===== src/rtl/seg7_scan_display.sv =====
// rtl/seg7_scan_display.sv - eight-digit multiplexed hex seven-segment driver with input filter and halt marker
// Optional halt blink is compiled in with SEG_HALT_BLINK_EN.
module seg7_scan_display #(
   parameter int SCAN_DIV  = 100000,
   parameter int BLINK_DIV = 50000000
) (
   input  logic        clk,
   input  logic        CLR,
   input  logic [31:0] data,
   input  logic        halt,
   input  logic        blank_lz,
   output logic [7:0]  an,
   output logic [6:0]  seg,
   output logic        dp
);

   localparam int CW = $clog2(SCAN_DIV);

   logic [31:0]   data_q;
   logic [31:0]   shown;
   logic          halt_m;
   logic          halt_s;
   logic [CW-1:0] cnt;
   logic [2:0]    idx;
   logic          blink_off;

   logic [3:0]    nib;
   logic [31:0]   upper;
   logic          lz_blank;
   logic [6:0]    seg_d;

   function automatic logic [6:0] hex7(input logic [3:0] h);
      case (h)
         4'h0: hex7 = 7'h40;
         4'h1: hex7 = 7'h79;
         4'h2: hex7 = 7'h24;
         4'h3: hex7 = 7'h30;
         4'h4: hex7 = 7'h19;
         4'h5: hex7 = 7'h12;
         4'h6: hex7 = 7'h02;
         4'h7: hex7 = 7'h78;
         4'h8: hex7 = 7'h00;
         4'h9: hex7 = 7'h10;
         4'hA: hex7 = 7'h08;
         4'hB: hex7 = 7'h03;
         4'hC: hex7 = 7'h46;
         4'hD: hex7 = 7'h21;
         4'hE: hex7 = 7'h06;
         default: hex7 = 7'h0E;
      endcase
   endfunction

   always_comb begin
      nib      = shown[{idx, 2'b00} +: 4];
      upper    = shown >> {idx, 2'b00};
      lz_blank = blank_lz && (idx != 3'd0) && (upper == 32'd0);
      seg_d    = hex7(nib);
   end

   // A word is accepted only after two identical consecutive samples.
   always_ff @(posedge clk or posedge CLR) begin
      if (CLR) begin
         data_q <= '0;
         shown  <= '0;
         halt_m <= 1'b0;
         halt_s <= 1'b0;
      end else begin
         data_q <= data;
         if (data == data_q)
            shown <= data;
         halt_m <= halt;
         halt_s <= halt_m;
      end
   end

   always_ff @(posedge clk or posedge CLR) begin
      if (CLR) begin
         cnt <= '0;
         idx <= 3'd0;
      end else if (cnt == CW'(SCAN_DIV - 1)) begin
         cnt <= '0;
         idx <= idx + 3'd1;
      end else begin
         cnt <= cnt + CW'(1);
      end
   end

`ifdef SEG_HALT_BLINK_EN
   localparam int BW = $clog2(BLINK_DIV + 1);
   logic [BW-1:0] bcnt;

   always_ff @(posedge clk or posedge CLR) begin
      if (CLR) begin
         bcnt      <= '0;
         blink_off <= 1'b0;
      end else if (!halt_s) begin
         bcnt      <= '0;
         blink_off <= 1'b0;
      end else if (bcnt == BW'(BLINK_DIV - 1)) begin
         bcnt      <= '0;
         blink_off <= ~blink_off;
      end else begin
         bcnt <= bcnt + BW'(1);
      end
   end
`else
   assign blink_off = 1'b0;
`endif

   // All three outputs register together so a digit change never ghosts.
   always_ff @(posedge clk or posedge CLR) begin
      if (CLR) begin
         an  <= 8'hFF;
         seg <= 7'h7F;
         dp  <= 1'b1;
      end else begin
         an  <= (lz_blank || blink_off) ? 8'hFF : ~(8'h01 << idx);
         seg <= seg_d;
         dp  <= (idx == 3'd0) ? ~halt_s : 1'b1;
      end
   end

endmodule


===== config.mk =====
export PLATFORM = sky130hd
export DESIGN_NAME = seg7_scan_display
export DESIGN_NICKNAME = d
export VERILOG_FILES = /design/src/rtl/seg7_scan_display.sv
export SDC_FILE = /design/constraint.sdc
export NUM_CORES = 1
export LEC_CHECK = 0
export ABC_AREA = 1
export CORE_UTILIZATION = 55
export CTS_BUF_LIST = sky130_fd_sc_hd__clkbuf_16
export CTS_CLUSTER_DIAMETER = 120
export CTS_CLUSTER_SIZE = 12
export DETAILED_ROUTE_END_ITERATION = 10
export GPL_ROUTABILITY_DRIVEN = 0
export MAX_ROUTING_LAYER = met4
export PLACE_DENSITY = 0.78
export SYNTH_ARGS = -nofsm -noshare
export SYNTH_HDL_FRONTEND = slang
export SYNTH_SLANG_ARGS = --single-unit
export TNS_END_PERCENT = 1

===== constraint.sdc =====
create_clock -name clk -period 3.7 [get_ports clk]
set_input_delay 0.555 -clock clk [delete_from_list [all_inputs] [get_ports clk]]
set_output_delay 0.555 -clock clk [all_outputs]
set_load 0.05 [all_outputs]

# Yosys cells after proc, flatten, opt, wreduce, memory -nomap -nowiden
# Memory sizes are Yosys's and may differ from the RTL's. A register that Yosys moved wholly into a read port is not among the register bits.
# Cells that the tools add are included.
# W data, S select, Z words.
totals:
  regBits: 95
  romBits: 112
  word_cells: 26
  n_memories: 1
mem_list:
  columns: ["name", "words", "word_bits", "read_ports", "rd_ports_with_merged_regs", "wr", "line", "rtl"]
  rows:
  - ["(no name shown)", 16, 7, 1, 1, 0, "33", "case (h)"]
op_classes:
  add_sub_neg: 2
  eq_ne: 2
  n_shift: 3
  n_mux: 3
  bitwise: 2
  reduce_logical: 5
op_table:
  columns: ["operator", "n"]
  rows:
  - ["$eq A32 B32 Y1", 1]
  - ["$logic_not A32 Y1", 1]
  - ["$shiftx A32 B6 Y4", 1]
  - ["$shr A32 B5 Y32", 1]
  - ["$add A17 B1 Y17 const B", 1]
  - ["$eq A17 B17 Y1 const B", 1]
  - ["$mux W17", 1]
  - ["$mux W8", 1]
  - ["$not A8 Y8", 1]
  - ["$shl A1 B3 Y8 const A", 1]
  - ["$add A3 B1 Y3 const B", 1]
  - ["$logic_not A3 Y1", 1]
  - ["$reduce_bool A3 Y1", 1]
  - ["$logic_and A1 B1 Y1", 2]
  - ["$mux W1", 1]
  - ["$not A1 Y1", 1]

# Longest topological paths before layout
# Gate-level depths: netlist (run 1).
depth:
  word_depth: 4
  mapped_depth: 15
  depth_no_buf: 14

# Worst setup path after synthesis (run 1)
# OpenSTA, ideal clock, no wires.
synth_timing:
  path_type: "register to register"
  start: "register idx[0]"
  end: "register an[1]"
  setup_ns: 0.060
  t_arrival_ns: 1.843
  required_ns: 3.640
  path_slack_ns: 1.797
  stages_incl_launch_ff: 15
  n_path_buf: 2
  period_less_slack_ns: 1.903
  path_cell_list: "dfrtp_1 -> buf_6 -> buf_6 -> o21ai_1 -> nand2_1 -> o21ai_1 -> nand2_1 -> nand2_1 -> ha_1 -> nand4_1 -> nor2_1 -> nand3_1 -> nor2_2 -> nand2_2 -> nand2_1"
synth_via:
  elab_chain_len: 4
  elab_cells_between_ends: 8
synth_rtl:
  columns: ["item", "line", "rtl"]
  rows:
  - ["start, declared", "24", "logic [2:0] idx;"]
  - ["start signal, assigned", "82", "idx <= idx + 3'd1;"]
  - ["$shr A32 B5 Y32 / $reduce_bool A3 Y1 (equally long branches)", "55, 56", null]
  - ["$logic_not A32 Y1 / $logic_and A1 B1 Y1 (equally long branches)", "56", "lz_blank = blank_lz && (idx != 3'd0) && (upper == 32'd0);"]
  - ["$logic_and A1 B1 Y1", "56", null]
  - ["$mux W8 (*)", "117", "an <= (lz_blank || blink_off) ? 8'hFF : ~(8'h01 << idx);"]
  - ["end signal, assigned", "117", null]
  - ["end, declared", "12", "output logic [7:0] an,"]
# Mark *: on every way between the ends. The rest lies on a longest branch, timed or not.
# A chain may end at the register's enable or synchronous reset.

# Worst setup path in the final report (run 1)
layout_timing:
  start: "register idx[1]"
  end: "register an[1]"
# The elaborated chain is that of the path after synthesis.

==> out/results.ini, run 1 <==
[sta]
tightest_slew_ns = 0.980
max_freq_mhz = 383
slew_headroom = 0.345
final.setup.tns_ns = 0
setup-violations-final = 0
fin_skew_ns = 0.00795
min_period_ns = 2.61
maxSlewViolCount = 0
fin_crit_sh = 0.706
rsz0062_at_grt = false
hold_violations = 0

[placement]
hpwl_mm = 7.56
io_buffers = 51

[clocking]
cts.sinks = 102
clk_latency_ns = 0.35
cts_hold_buf = 0
cts_resized = 0
cts_root_buffer = clkbuf_16
numCtsBuffers = 9
cts_setup_buffers = 0
path_clk_slew_ns = 0.07
htreeDepth = 3
clk_path_buf_depth = 2
cts_tree = yes

[synth]
avgSynthCellArea_sq_um = 8.16
synth_cells = 624
synthSimpleGateAreaFrac = 0.307
ys.flop_type = dfrtp_1
yosysSeqAreaShare = 0.505
synth_top_family_by_area = simple AND/OR/NAND/NOR gates
synthAdderAreaFrac = 0.0319
synth_mux_area_frac = 0
syn-num-nets = 673
ys_types = 32
synth_xor_area_frac = 0.0447
async_flop_share = 1.00
netlist_area_sq_mm = 0.00509
synth_top_area_share = 0.423
synthTopCellsByArea = dfrtp_1 (42%), nand2_1 (16%), dfstp_2 (8.3%)
yosys_warnings = 0
synth_edf_count = 0
synth_compound_area_frac = 0.0383
yosys.area.top_type = dfrtp_1
synth_seq_cells = 102

[worst_setup_path]
end_kind = flip-flop
path_max_fanout = 21
start_kind = flip-flop
crit_chain = inv_1 -> nand3_1 -> o21ai_1 -> nand2_1 -> nand2_1 -> ha_1 -> nand4_1 -> nor2_1 -> nand3_1 -> nor2_2 -> nand2_2 -> nand2_1
worstSetupPathType = flip-flop to flip-flop
cpPeakStageDelay_ns = 0.58
regToRegStartpoint = idx[1]
ff2ff_path_depth = 12
required_ns = 3.99
cp.arrival_ns = 2.90
crit_top_cell = nand2_1
regToRegSetupSlack_ns = 1.09
cp_slowest_cell = dfrtp_1
worstSetupStartpoint = idx[1]
crit_end = an[1]
rr_endpoint = an[1]

[floorplan]
placement_rows = 34
coreArea_sq_mm = 0.00885
die_x_um = 98.2
start_util = 0.575
die-area_sq_mm = 0.00965
die_y_um = 98.2
io_pins = 52

[cells_and_area]
fin_nets = 719
fillers = 715
final_common_cell = nand2_1
final_cell_mix = nand2_1 (211), dfrtp_1 (86), nand3_1 (71), inv_1 (59), clkdlybuf4s50_1 (51)
multi_input_area_sq_mm = 0.00215
syn_to_final_growth_pct = 16.1
num_antenna_cells = 0
seq_area_sq_mm = 0.00257
drive_gt1_frac = 0.0756

[grt]
grt_max_degree = 83
grt_pass1_wl_mm = 19.2
grtUsageTotal = 0.256
antenna_found_initial = 0
grt_pass1_vias = 4234
gr-total-overflow = 0

[pwr]
ir_worst_vdd_v = 0.000204
switchingPower_mw = 0.481
totalPowerFinal_mw = 2.13
p_sw_frac = 0.226
clkPwrFrac = 0.410
p_comb_frac = 0.054
p_leak_nw = 2.92
internal_power_mw = 1.65
power.density_mw_per_mm2 = 361
p_seq_frac = 0.536

[run_status]
failed_checks = DRC
status = finished, violations left

[job]
maxCapViolations = 0

[route]
wire_per_inst_um = 13.7
vias = 4270
drt_pre_antenna_iters = 10
routed_via_density = 5.45
ant_nets = 0
routed_wl_mm = 10.7
drc = 2
drtIter0Drc = 306

[hold_path]
hold_class = flip-flop to flip-flop

## flip-flops by register name, summed over array words and instances (netlist names)
name,count
dp,1
seg,7
halt_s,1
cnt,17
halt_m,1
shown,32
an,8
idx,3
data_q,32
## per-layer routing
layer | track usage | routed length [um] | up-vias
li1 | - | - | 2073
met1 | 0.328 | 4740 | 1999
met2 | 0.405 | 5070 | 164
met3 | 0.0429 | 646 | 34
met4 | 0.109 | 285 | 0
met5 | - | 0 | -
## layout make-up
cell class | count | area share
sequential | 102 | 0.435
inverter | 61 | 0.0396
tap | 108 | 0.0229
clock inverter | 7 | 0.00825
clock buffer | 9 | 0.0381
timing repair buffer | 56 | 0.0927
multi-input combinational | 440 | 0.364
## synthesized netlist by cell type (all sizes together) (5+ instances only)
cell type and n:
nand2 213, dfrtp 86, nand3 74, inv 61, nor2 50, o21ai 24
buf 21, dfstp 16, xnor2 15, ha 13, nand4 11, xor2 11
nor3 9, a21oi 5
## per-stage QoR
step                      cell area [sq um]  hold WS, ns  worst slack, ns  std cells   util
final                                  5910        0.369             1.09        783  0.668
after global routing                   5910        0.389            0.775        783  0.668
after CTS                              5910        0.366             1.11        783  0.668
after detailed placement               5640        0.350            0.832        767  0.637
after global placement                 5640        0.334            0.904        767  0.637
after floorplan                        5090        0.331            0.496        624      -
## power by group through the flow
| stage | Clock [mW] | Sequential (mW) | Combinational, mW |
|---|---|---|---|
| 3_3_place_gp | 0 | 1.16 | 0.114 |
| 4_1_cts | 0.891 | 1.14 | 0.117 |
| 5_1_grt | 0.949 | 1.14 | 0.128 |
| 3_5_place_dp | 0 | 1.16 | 0.117 |
| 6_report | 0.874 | 1.14 | 0.115 |
| 2_1_floorplan | 0 | 1.16 | 0.0495 |
## kinds of logic (layout without fill, tap and decap cells)
logic type               after synthesis  count (layout)
XOR/XNOR                              26              26
adder cells (fa/ha/maj)               13              13
AND/OR/NAND/NOR                      365             365
AO/OA/AOI/OAI                         36              36
buffers and inverters                 82             133
flip-flops                           102             102
## worst min path at each step
| stage | from | to | cells after the start | slack [ns] |
|---|---|---|---|---|
| 3_3_place_gp | halt_m | halt_s | 0 | 0.33 |
| 5_1_grt | halt_m | halt_s | 0 | 0.39 |
| 2_1_floorplan | halt_m | halt_s | 0 | 0.33 |
| 6_report | halt_m | halt_s | 0 | 0.37 |
| 3_5_place_dp | halt_m | halt_s | 0 | 0.35 |
| 4_1_cts | halt_m | halt_s | 0 | 0.37 |
## worst max-delay path: cells and delay by family (launching register included)
kind / cells / cell delay (ns)
AO/OA/AOI/OAI: 1 / 0.14
AND/OR/NAND/NOR: 9 / 1.06
flip-flops: 1 / 0.58
adder cells (fa/ha/maj): 1 / 0.20
buffers and inverters: 1 / 0.58
No activity file was read; power rests on OpenSTA's default activity.
==> run 2: changes to the inputs <==
Settings changed: CORE_UTILIZATION 55 to 51, PLACE_DENSITY 0.78 to 0.76.
Clock period 3.7 ns to 2.1 ns, I/O delays scaled along.
==> run 2 against run 1 <==
Against the previous run:
- clock skew is essentially flat
- clock power increased by 73%
- the run now ends clean
- first-iteration DRC count is 12% lower
- critical path type is now flip-flop to output port
- combinational power grew 82%
==> out/results.ini, run 2 (same netlist as run 1, synthesis figures left out) <==
[route]
routed_via_density = 5.13  ; was 5.45
routed_wl_mm = 10.8  ; was 10.7 mm
drt_pre_antenna_iters = 5  ; was 10
ant_nets = 0  ; unchanged
drtIter0Drc = 268  ; was 306
drc = 0  ; was 2
wire_per_inst_um = 13.2  ; was 13.7 um
vias = 4222  ; was 4270

[clocking]
cts_tree = yes  ; unchanged
clk_latency_ns = 0.35  ; about the same
cts_root_buffer = clkbuf_16  ; unchanged
cts.sinks = 102  ; unchanged
clk_path_buf_depth = 2  ; unchanged
path_clk_slew_ns = 0.07  ; about the same
htreeDepth = 3  ; unchanged
numCtsBuffers = 9  ; unchanged

[cells_and_area]
top_regs = data_q: 32 flops, shown: 32 flops, cnt: 17 flops  ; unchanged
final_common_cell = nand2_1  ; unchanged
num_antenna_cells = 0  ; unchanged
fillers = 843  ; was 715
drive_gt1_frac = 0.104  ; was 0.0756
final_cells = 823  ; was 783
fin_nets = 734  ; was 719
syn_to_final_growth_pct = 20.3  ; was 16.1%
final_cell_mix = nand2_1 (210), dfrtp_1 (85), nand3_1 (71), inv_1 (57), clkdlybuf4s50_1 (51)  ; was nand2_1 (211), dfrtp_1 (86), nand3_1 (71), inv_1 (59), clkdlybuf4s50_1 (51)

[worst_setup_path]
cp.arrival_ns = 1.66  ; was 2.90 ns
crit_family = buffers and inverters  ; was simple AND/OR/NAND/NOR gates
path_max_fanout = 1  ; was 21
cp_slowest_cell = clkdlybuf4s50_1  ; was dfrtp_1
worstSetupPathType = flip-flop to output port  ; was flip-flop to flip-flop
end_kind = output port  ; was flip-flop
start_kind = flip-flop  ; unchanged
rr_endpoint = an[3]  ; was an[1]
regToRegStartpoint = idx[0]  ; was idx[1]
crit_buf_inv = 1  ; unchanged
required_ns = 1.78  ; was 3.99 ns
crit_end = seg[1]  ; was an[1]
crit_chain = clkdlybuf4s50_1  ; was inv_1 -> nand3_1 -> o21ai_1 -> nand2_1 -> nand2_1 -> ha_1 -> nand4_1 -> nor2_1 -> nand3_1 -> nor2_2 -> nand2_2 -> nand2_1
cpPeakStageDelay_ns = 0.79  ; was 0.58 ns
regToRegSetupSlack_ns = 0.17  ; was 1.09 ns
ff2ff_path_depth = 13  ; was 12
worstSetupStartpoint = seg[1]  ; was idx[1]
path_depth = 1  ; was 12

[pwr]
power.density_mw_per_mm2 = 609  ; was 361 mW/mm^2
p_leak_nw = 3.00  ; was 2.92 nW
ir_worst_vdd_v = 0.000458  ; was 0.000204 V

[sta]
rsz0062_at_grt = false  ; unchanged
setup-violations-final = 0  ; unchanged
hold_violations = 0  ; unchanged
min_period_ns = 1.98
slew_headroom = 0.660  ; was 0.345
tightest_slew_ns = 0.510  ; was 0.980 ns
max_freq_mhz = 506
final.setup.tns_ns = 0  ; unchanged
maxSlewViolCount = 0  ; unchanged
fin_skew_ns = 0.00820  ; was 0.00795 ns
fin_crit_sh = 0.941

[floorplan]
die_y_um = 102  ; was 98.2 um
io_pins = 52  ; unchanged
start_util = 0.523  ; was 0.575
die-area_sq_mm = 0.0104  ; was 0.00965 sq mm
coreArea_sq_mm = 0.00973  ; was 0.00885 sq mm
die_x_um = 102  ; was 98.2 um
placement_rows = 36  ; was 34

[placement]
dp_cells = 804  ; was 767
io_buffers = 51  ; unchanged
hpwl_mm = 7.77  ; was 7.56 mm

[grt]
gr-total-overflow = 0  ; unchanged
antenna_found_initial = 0  ; unchanged
grt_pass1_vias = 4185  ; was 4234
grtUsageTotal = 0.240  ; was 0.256
grt_pass1_wl_mm = 18.7  ; was 19.2 mm
grt_max_degree = 103  ; was 83

[hold_path]
hold_class = flip-flop to flip-flop  ; unchanged

[job]
maxCapViolations = 0  ; unchanged

[run_status]
status = finished clean  ; was finished, violations left

run 2: metrics by stage:
| step | hold slack (ns) | utilization | setup slack, ns | power (mW) | cell area (sq um) |
|---|---|---|---|---|---|
| 2_1_floorplan | 0.331 | - | 0.197 | 2.14 | 5090 |
| 3_3_place_gp | 0.334 | 0.596 | 0.0499 | 2.26 | 5800 |
| 3_5_place_dp | 0.337 | 0.596 | 0.0183 | 2.26 | 5800 |
| 4_1_cts | 0.373 | 0.623 | 0.00746 | 3.78 | 6060 |
| 5_1_grt | 0.375 | 0.630 | 0.00887 | 3.88 | 6120 |
| 6_report | 0.365 | 0.630 | 0.123 | 3.73 | 6120 |
run 2: worst min path at each step:
| stage | from | endpoint | slack, ns | cells past startpoint |
|---|---|---|---|---|
| 3_5_place_dp | halt_m | halt_s | 0.34 | 0 |
| 5_1_grt | halt_m | halt_s | 0.37 | 0 |
| 6_report | halt_m | halt_s | 0.36 | 0 |
| 3_3_place_gp | halt_m | halt_s | 0.33 | 0 |
| 2_1_floorplan | halt_m | halt_s | 0.33 | 0 |
| 4_1_cts | halt_m | halt_s | 0.37 | 0 |
run 2: power breakdown:
part / leakage, nW / switching (mW) / total (mW) / internal [mW]
clock network: 0.130 / 0.715 / 1.51 / 0.793
registers: 1.27 / 0.0146 / 2.02 / 2.00
logic: 1.59 / 0.108 / 0.209 / 0.102
run 2: area by class of cell:
cell class / count / area [sq um] / share of cell area
multi-input combinational: 440 / 2170 / 0.354
timing repair buffer: 71 / 716 / 0.117
inverter: 61 / 239 / 0.0390
clock buffer: 9 / 225 / 0.0368
tap: 133 / 166 / 0.0272
sequential: 102 / 2570 / 0.420
clock inverter: 7 / 38.8 / 0.00633
run 2: metal layers:
| metal | global-route usage | routed length, um | up-vias |
|---|---|---|---|
| li1 | - | - | 2103 |
| met1 | 0.295 | 4850 | 1974 |
| met5 | - | 0 | - |
| met2 | 0.391 | 5270 | 117 |
| met3 | 0.0492 | 450 | 28 |
| met4 | 0.0945 | 257 | 0 |
run 2: what timing repair did:
action | in CTS | in global routing
setup buffers | 0 | 2
endpoints found under the setup margin | 0 | 12
hold buffers | 0 | 0
resized for setup | 0 | 8
